[config.mk]
export PLATFORM = sky130hd
export DESIGN_NAME = magia_eoc_collector
export DESIGN_NICKNAME = d
export VERILOG_FILES = /design/src/rtl/magia_eoc_pkg.sv /design/src/rtl/magia_eoc_watchdog.sv /design/src/rtl/magia_eoc_collector.sv
export SDC_FILE = /design/constraint.sdc
export NUM_CORES = 1
export LEC_CHECK = 0
export ABC_AREA = 1
export ABC_CLOCK_PERIOD_IN_PS = 4800
export CORE_AREA = 2 2 256 258
export CTS_CLUSTER_SIZE = 28
export DETAILED_ROUTE_END_ITERATION = 8
export DIE_AREA = 0 0 258 260
export SETUP_SLACK_MARGIN = 0.1
export SLEW_MARGIN = 40
export SYNTH_ARGS = -nofsm -noshare
export SYNTH_HDL_FRONTEND = slang
export SYNTH_SLANG_ARGS = --single-unit
export TNS_END_PERCENT = 20
[constraint.sdc]
create_clock -name clk_i -period 4.8 [get_ports clk_i]
set_clock_uncertainty 0.15 [all_clocks]
set_input_delay 0.96 -clock clk_i [delete_from_list [all_inputs] [get_ports clk_i]]
set_output_delay 0.96 -clock clk_i [all_outputs]
set_load 0.02 [all_outputs]
[src/rtl/magia_eoc_pkg.sv]
// Shared types and constants for the MAGIA multi-tile end-of-computation collector.
// The optional watchdog is enabled by defining MAGIA_EOC_WATCHDOG_EN.
package magia_eoc_pkg;

    typedef enum logic [1:0] {
        EOC_IDLE,
        EOC_RUN,
        EOC_DONE,
        EOC_TIMEOUT
    } eoc_state_e;

    localparam int unsigned EOC_CODE_W   = 32;
    localparam logic [31:0] EOC_TMO_CODE = 32'hDEAD_0001;

    // Width of a tile index; a single-tile mesh still gets a 1-bit id port.
    function automatic int unsigned tile_id_w(input int unsigned n_tiles);
        return (n_tiles > 1) ? $clog2(n_tiles) : 1;
    endfunction

endpackage

[src/rtl/magia_eoc_watchdog.sv]
// Cycle counter for the collector watchdog (built only with MAGIA_EOC_WATCHDOG_EN).
// Pulses expire_o in the enabled cycle whose count equals limit_i - 1; limit 0 never expires.
module magia_eoc_watchdog
    import magia_eoc_pkg::*;
#(
    parameter int unsigned TMO_W = 32
) (
    input  logic             clk_i,
    input  logic             rst_ni,
    input  logic             clear_i,
    input  logic             enable_i,
    input  logic [TMO_W-1:0] limit_i,
    output logic             expire_o
);

    logic [TMO_W-1:0] count_q, count_d;

    // NOTE: combinational blocks assign a default first so no path leaves a variable unassigned (no latch).
    always_comb begin
        count_d = count_q;
        if (clear_i) begin
            count_d = '0;
        end else if (enable_i) begin
            count_d = count_q + TMO_W'(1);
        end
    end

    // NOTE: registers use non-blocking assignments so every flop samples pre-edge values.
    always_ff @(posedge clk_i or negedge rst_ni) begin
        if (!rst_ni) begin
            count_q <= '0;
        end else begin
            count_q <= count_d;
        end
    end

    assign expire_o = enable_i && (limit_i != '0) && (count_q == limit_i - TMO_W'(1));

endmodule

[src/rtl/magia_eoc_collector.sv]
// Multi-tile end-of-computation collector: tracks per-tile reports, keeps the first nonzero exit code
// and raises one global EOC. Define MAGIA_EOC_WATCHDOG_EN to add the timeout watchdog.
module magia_eoc_collector
    import magia_eoc_pkg::*;
#(
    parameter  int unsigned             N_TILES  = 16,
    parameter  int unsigned             CODE_W   = EOC_CODE_W,
    parameter  int unsigned             TMO_W    = 32,
    parameter  logic [CODE_W-1:0]       TMO_CODE = CODE_W'(EOC_TMO_CODE),
    localparam int unsigned             ID_W     = tile_id_w(N_TILES)
) (
    input  logic                        clk_i,
    input  logic                        rst_ni,
    input  logic                        start_i,
    input  logic                        clear_i,
    input  logic [N_TILES-1:0]          tile_mask_i,
    input  logic [TMO_W-1:0]            timeout_i,
    input  logic [N_TILES-1:0]          rpt_valid_i,
    input  logic [N_TILES*CODE_W-1:0]   rpt_code_i,
    output logic [N_TILES-1:0]          rpt_ready_o,
    output logic                        busy_o,
    output logic                        eoc_o,
    output logic [CODE_W-1:0]           exit_code_o,
    output logic [ID_W-1:0]             fail_id_o,
    output logic [N_TILES-1:0]          done_map_o,
    output logic                        dup_err_o
);

    eoc_state_e          state_q, state_d;
    logic [N_TILES-1:0]  mask_q, mask_d;
    logic [N_TILES-1:0]  done_q, done_d;
    logic [CODE_W-1:0]   code_q, code_d;
    logic [ID_W-1:0]     fid_q, fid_d;
    logic                dup_q, dup_d;

    logic                run;
    logic                start_acc;
    logic [N_TILES-1:0]  accept;
    logic [N_TILES-1:0]  fresh;
    logic [N_TILES-1:0]  stale;
    logic                all_done;
    logic                timeout_hit;
    logic                pick_valid;
    logic [ID_W-1:0]     pick_id;
    logic [CODE_W-1:0]   pick_code;

    assign run       = (state_q == EOC_RUN);
    assign start_acc = (state_q == EOC_IDLE) && start_i;
    assign accept    = rpt_valid_i & {N_TILES{run}};
    assign fresh     = accept & mask_q & ~done_q;
    assign stale     = accept & ~fresh;
    assign all_done  = &(done_q | ~mask_q);

    // Lowest-index fresh report with a nonzero code; scanning downwards lets the lowest index overwrite.
    always_comb begin
        pick_valid = 1'b0;
        pick_id    = '0;
        pick_code  = '0;
        for (int t = N_TILES - 1; t >= 0; t--) begin
            if (fresh[t] && (rpt_code_i[t*CODE_W +: CODE_W] != '0)) begin
                pick_valid = 1'b1;
                pick_id    = ID_W'(t);
                pick_code  = rpt_code_i[t*CODE_W +: CODE_W];
            end
        end
    end

`ifdef MAGIA_EOC_WATCHDOG_EN
    logic [TMO_W-1:0] tmo_q;
    logic             expire;
    logic             still_open;

    always_ff @(posedge clk_i or negedge rst_ni) begin
        if (!rst_ni) begin
            tmo_q <= '0;
        end else if (start_acc) begin
            tmo_q <= timeout_i;
        end
    end

    magia_eoc_watchdog #(
        .TMO_W (TMO_W)
    ) u_watchdog (
        .clk_i    (clk_i),
        .rst_ni   (rst_ni),
        .clear_i  (start_acc),
        .enable_i (run),
        .limit_i  (tmo_q),
        .expire_o (expire)
    );

    // Reports landing in the expiry cycle count, so a last report beats the watchdog.
    assign still_open  = ~&(done_q | fresh | ~mask_q);
    assign timeout_hit = expire && still_open;
`else
    logic unused_timeout;
    assign unused_timeout = ^timeout_i;
    assign timeout_hit    = 1'b0;
`endif

    always_ff @(posedge clk_i or negedge rst_ni) begin
        if (!rst_ni) begin
            state_q <= EOC_IDLE;
        end else begin
            state_q <= state_d;
        end
    end

    always_comb begin
        state_d = state_q;
        case (state_q)
            EOC_IDLE: begin
                if (start_i) state_d = EOC_RUN;
            end
            EOC_RUN: begin
                if (all_done)         state_d = EOC_DONE;
                else if (timeout_hit) state_d = EOC_TIMEOUT;
            end
            EOC_DONE, EOC_TIMEOUT: begin
                if (clear_i) state_d = EOC_IDLE;
            end
            default: state_d = EOC_IDLE;
        endcase
    end

    always_comb begin
        busy_o = 1'b0;
        eoc_o  = 1'b0;
        case (state_q)
            EOC_RUN:               busy_o = 1'b1;
            EOC_DONE, EOC_TIMEOUT: eoc_o  = 1'b1;
            default: ;
        endcase
    end

    assign rpt_ready_o = {N_TILES{busy_o}};

    always_comb begin
        mask_d = mask_q;
        done_d = done_q;
        code_d = code_q;
        fid_d  = fid_q;
        dup_d  = dup_q;
        if (start_acc) begin
            mask_d = tile_mask_i;
            done_d = '0;
            code_d = '0;
            fid_d  = '0;
            dup_d  = 1'b0;
        end else if (run) begin
            done_d = done_q | accept;
            if (|stale) dup_d = 1'b1;
            // A nonzero code is only ever latched once per run, so a zero register means "none yet".
            if (pick_valid && (code_q == '0)) begin
                code_d = pick_code;
                fid_d  = pick_id;
            end
            if (timeout_hit) begin
                code_d = TMO_CODE;
                fid_d  = '0;
            end
        end
    end

    always_ff @(posedge clk_i or negedge rst_ni) begin
        if (!rst_ni) begin
            mask_q <= '0;
            done_q <= '0;
            code_q <= '0;
            fid_q  <= '0;
            dup_q  <= 1'b0;
        end else begin
            mask_q <= mask_d;
            done_q <= done_d;
            code_q <= code_d;
            fid_q  <= fid_d;
            dup_q  <= dup_d;
        end
    end

    assign exit_code_o = code_q;
    assign fail_id_o   = fid_q;
    assign done_map_o  = done_q;
    assign dup_err_o   = dup_q;

endmodule

Yosys cells after proc, flatten, opt, wreduce, memory -nomap -nowiden
Cells that the tools add are included.

word-level totals
  bits in registers = 71
  output and inout port bits = 71

cells by class
  bitwise logic cells = 9
  multiplexer cells = 65
  reductions and logical operators = 45
  eq/ne operators = 6

operators with widths
  kind                  count
  $mux W32              19
  $reduce_bool A32 Y1   16
  $mux W4               19
  $and A16 B16 Y16      4
  $not A16 Y16          3
  $logic_not A32 Y1     1
  $mux W16              2
  $or A16 B16 Y16       2
  $mux W1               21
  $logic_and A1 B1 Y1   18
  $reduce_and A16 Y1    1
  $reduce_or A16 Y1     1
  $mux W2               3
  $pmux W2 S3           1
  $reduce_bool A2 Y1    3
  $eq A2 B2 Y1 const B  2
  $ne A2 B2 Y1 const B  2
  $reduce_and A2 Y1     2
  $reduce_and A3 Y1     1
  $eq A2 B1 Y1 const B  1
  $logic_not A2 Y1      1
  $ne A2 B1 Y1 const B  1
  $reduce_or A2 Y1      1

Depth between registers and ports, before layout
  depth after elaboration = 25
  gate-level depth with buffers = 25
  gate-level depth less buffers = 24

Worst setup path after synthesis
Ideal clock, no wire load.

  path type = input-to-reg
  from = input rpt_code_i[437]
  to = register code_q[13] (netlist: exit_code_o[13])
  setup time = 117 ps
  required time = 4533 ps
  arrival time = 2597 ps
  cell stages on the path = 14
  slack = 1936 ps
  cell sequence = nor2_1 nand3_1 nor2_1 nand2_1 o21ai_2 buf_4 nand3_2 nor4_2 nand2_1 nand2_2 buf_4 nor2_1 nand2_1 nand2_1

on the way
  longest elaborated chain between the ends = 19

RTL lines
  what                                               RTL line                    source
  from (decl)                                        magia_eoc_collector.sv:19   input logic [N_TILES*CODE_W-1:0] rpt_code_i,
  $reduce_bool A32 Y1 *                              magia_eoc_collector.sv:60   if (fresh[t] && (rpt_code_i[t*CODE_W +: CODE_W] != '0)) begin
  $logic_and A1 B1 Y1 *                              magia_eoc_collector.sv:60
  $mux W32 or $mux W1 (tied branches) (14 in a row)  magia_eoc_collector.sv:60
  $mux W32 or $logic_and A1 B1 Y1 (tied branches)    magia_eoc_collector.sv:154  if (pick_valid && (code_q == '0)) begin
  $mux W32 or $reduce_bool A2 Y1 (tied branches)     --
  $mux W32 or $reduce_and A2 Y1 (tied branches)      --
  to (signal assigned)                               magia_eoc_collector.sv:175  code_q <= code_d;
  to (decl)                                          magia_eoc_collector.sv:32   logic [CODE_W-1:0] code_q, code_d;

Mark *: on every way between the ends. The rest lies on a longest branch, timed or not. The select of a mux whose other input is x is not followed.
A chain may end at the register's enable or synchronous reset.

Worst setup path after layout
  from = input rpt_code_i[341]
  to = register code_q[24] (netlist: exit_code_o[24])

on the way
  longest elaborated chain between the ends = 16

RTL lines
  what                                               RTL line
  $reduce_bool A32 Y1 *                              magia_eoc_collector.sv:60
  $logic_and A1 B1 Y1 *                              magia_eoc_collector.sv:60
  $mux W32 or $mux W1 (tied branches) (11 in a row)  magia_eoc_collector.sv:60
  $mux W32 or $logic_and A1 B1 Y1 (tied branches)    magia_eoc_collector.sv:154
  $mux W32 or $reduce_bool A2 Y1 (tied branches)     --
  $mux W32 or $reduce_and A2 Y1 (tied branches)      --

Marked as above.

==> flow_summary.toml <==
[route]
postRouteAntennaNets = 0
post_drt_wl_per_cell_um = 20.45
vias = 16490
topRoutingLayerUsed = "met5"
routed_via_density = 4.470
drtIter0Drc = 1561
met1_length_mm = 33.22
drc_errors = 0
wirelength_mm = 75.44
wl_met2_mm = 35.33
wl_met3_mm = 5.512
dr.pass1.iters = 5

[hold_path]
hold_path.class = "reg2reg"
holdPathEnd = "mask_q[13]"
holdCritStartpoint = "mask_q[13]"
hold_depth = 2

[grt]
grt_start_max_net_pins = 66
grt_util_all_layers = 0.2142
number_of_antenna_violations_at_the_first_check_in_global_routing = 18
grt_overflow = 0
grt_first_pass_wirelength_mm = 104.7
first_global_vias = 15620

[place]
dp_hpwl_mm = 64.70
port_buffers = 618
place_congestion = 0.9746
placed_cells_incl_taps = 3661
place_ws_ns = 0.4042

[die]
core_region_area_um2 = 64120
die_area_um2 = 67080
die-height_um = 260
die_x_um = 258
rows = 93
pin_count = 651
floorplan.initialDensity = 0.1759

[timing]
final_max_slew_viol_count = 0
finalCriticalPeriod_ns = 4.012
period_share = 0.8358
setup-tns-final_ns = 0
final-setup-viol-count = 0
fmax_mhz = 249.2
slew_headroom = 0.4837
layout_setup_ws_ns = 0.7879
finalHoldViolCount = 0
rsz_0062_raised_after_global_routing = "false"
tightest_slew_ns = 0.7674

[yosys]
synth_top_family_by_area = "simple AND/OR/NAND/NOR gates"
synth_seq_cells = 71
synthesis.yosys.warnings = 0
synth_cells = 2270
synth_compound_gate_area_share = 0.1308
synthXorXnorAreaFrac = 0
mappedNetlistNets = 2850
yosysUniqueCellTypes = 38
synth-simple-area-share = 0.5320
yosys.area_share.adder = 0
sequential_share_of_the_synthesized_area = 0.1576
multiplexer_fraction_of_the_synthesized_cell_area = 0
syn_avg_cell_area_um2 = 4.968
syn_area_um2 = 11280

[clock_tree]
holdBufCountCts = 0
cts-root-buf = "sky130_fd_sc_hd__clkbuf_16"
post-cts-setup-buffers = 0
cts_tree = "yes"
clock_pin_slew_of_the_registers_on_the_worst_case_setup_and_hold_paths_ns = 0.06
cts_buffers = 9
clock_latency_ns = 0.36
cts_resized = 0
cts_buffer_depth = 2
htree_levels = 3
clock_sinks = 71

[power_and_ir_drop]
power_report.internal_total_w = 0.003102
net-switching-power_w = 0.003989
switching_share = 0.5626
power-per-cell-area_nw_per_um2 = 378.3
p_seq_frac = 0.135
clock_power_share = 0.100
p_comb_frac = 0.764
leakage_power_nw = 9.271
peakVddDrop_v = 0.0002381

[worst_setup_path]
worstSetupEndpointType = "flop"
launching_element_of_the_worst_setup_path = "rpt_code_i[341]"
timing.reg2reg.worst_path_depth = 22
critPathRequiredTime_ns = 4.90
launch_instance_of_the_worst_register_to_register_path = "state_q[1]"
reg2reg_slack_ns = 1.10
path_max_fanout = 24
critical_path_class = "in2reg"
worstSetupStartpointType = "primary input"
cp_data_arrival_time_ns = 4.11
critical_path.reg2reg.endpoint = "exit_code_o[23]"

[cells_and_area]
fraction_of_final_layout_cells_with_drive_strength_greater_than_1 = 0.03827
final-instance-count-excl-fill = 3689
nNetsFinal = 3397
area_delta_synth_final_pct = 66.18

[flow_run]
maxCapViolations = 0

[status]
outcome = "completed"
## worst max-delay path by stage
stage                 endpoint  slack, ns  cells after the start
2_1_floorplan  exit_code_o[13]       1.94                     14
5_1_grt        exit_code_o[26]       0.53                     22
3_5_place_dp   exit_code_o[26]       0.40                     22
6_report       exit_code_o[24]       0.79                     22
4_1_cts        exit_code_o[26]       0.79                     22
3_3_place_gp   exit_code_o[26]       0.40                     22
## per-stage QoR
step	utilization	total power [W]	hold slack, ns	instance area (um2)
6_report	0.2923	0.007090	0.3254	18740
5_1_grt	0.2922	0.007715	0.3702	18730
4_1_cts	0.2918	0.007163	0.3320	18710
3_5_place_dp	0.2870	0.006416	0.3162	18400
3_3_place_gp	0.2870	0.006405	0.3174	18400
2_1_floorplan	-	0.003808	0.2992	11280
## kinds of logic after synthesis
family,after synthesis
buffers and inverters,497
and+or+nand+nor,1431
AOI/OAI and AO/OA,271
DFF,71
## power groups by stage
| stage | sequential, W | clock (W) | combinational (W) |
|---|---|---|---|
| global placement | 0.000963 | 0 | 0.00544 |
| floorplan | 0.00108 | 0 | 0.00273 |
| detailed placement | 0.000964 | 0 | 0.00545 |
| finish | 0.000961 | 0.000711 | 0.00542 |
| global route | 0.000988 | 0.000750 | 0.00598 |
| CTS | 0.000960 | 0.000731 | 0.00547 |
## metal layers
metal,vias up,GRT usage
met2,743,0.3596
met4,8,0.04656
met3,79,0.04162
li1,8217,-
met5,-,0
met1,7441,0.2833
## cell usage in the layout (no fill, tap or decap), drive strengths merged, types with 5 or more instances in the layout
master and count:
nand2 742, clkdlybuf4s50 617, nor2 395, inv 363, nand3 149, o21ai 132, a21oi 74, dfrtp 71
nor4 71, buf 53, nand4 51, o22ai 34, a31oi 22, diode 12, clkbuf 11, nor3 9
or4 7, o2111ai 5
## worst max-delay path: stages
cell,delay [ns]
sky130_fd_sc_hd__clkdlybuf4s50_1,0.50
sky130_fd_sc_hd__nor2_1,0.14
sky130_fd_sc_hd__nand2_1,0.06
sky130_fd_sc_hd__nor2_1,0.23
sky130_fd_sc_hd__nand3_1,0.17
sky130_fd_sc_hd__o21ai_4,0.20
sky130_fd_sc_hd__nand2_2,0.23
sky130_fd_sc_hd__buf_4,0.30
sky130_fd_sc_hd__nor2_1,0.12
sky130_fd_sc_hd__nand2_1,0.06
sky130_fd_sc_hd__nand2_1,0.13
sky130_fd_sc_hd__nand2_1,0.07
sky130_fd_sc_hd__nand2_1,0.07
sky130_fd_sc_hd__nand2_1,0.06
sky130_fd_sc_hd__nand2_1,0.15
sky130_fd_sc_hd__nand2_1,0.09
sky130_fd_sc_hd__nand2_1,0.19
sky130_fd_sc_hd__nand2_1,0.12
sky130_fd_sc_hd__nand2_1,0.08
sky130_fd_sc_hd__nand2_1,0.05
sky130_fd_sc_hd__nand2_1,0.08
sky130_fd_sc_hd__nand2_1,0.05
## layout make-up
| class | instances | area, um2 |
|---|---|---|
| Clock buffer | 11 | 252.7 |
| Antenna cell | 12 | 30.03 |
| Clock inverter | 5 | 56.30 |
| Multi-Input combinational cell | 1702 | 7518 |
| Timing Repair Buffer | 670 | 6674 |
| Tap cell | 855 | 1070 |
| Sequential cell | 71 | 1777 |
| Fill cell | 7323 | 45370 |
| Inverter | 363 | 1363 |
## flip-flops by register name (all words and copies together) (netlist names)
name and flops:
done_map_o 16, dup_err_o 1, exit_code_o 32, state_q 2, fail_id_o 4, mask_q 16
## Yosys cell counts, drive strengths merged
| cell | n | area (um2) |
|---|---|---|
| a2111oi | 1 | 8.760 |
| a21boi | 2 | 15.02 |
| a21oi | 74 | 374.1 |
| a31oi | 22 | 137.6 |
| and2 | 3 | 18.77 |
| buf | 71 | 426.7 |
| clkbuf | 63 | 236.5 |
| dfrtp | 71 | 1777 |
| inv | 363 | 1363 |
| nand2 | 742 | 2815 |
| nand3 | 149 | 750.7 |
| nand3b | 2 | 15.01 |
| nand4 | 51 | 319.1 |
| nor2 | 395 | 1500 |
| nor3 | 9 | 56.31 |
| nor4 | 71 | 456.7 |
| nor4b | 1 | 8.760 |
| o2111ai | 5 | 43.79 |
| o21ai | 132 | 675.7 |
| o21bai | 1 | 7.510 |
| o22ai | 34 | 212.7 |
| or2 | 1 | 6.260 |
| or4 | 7 | 52.55 |
Note: power is estimated with default switching activity, not from simulation.
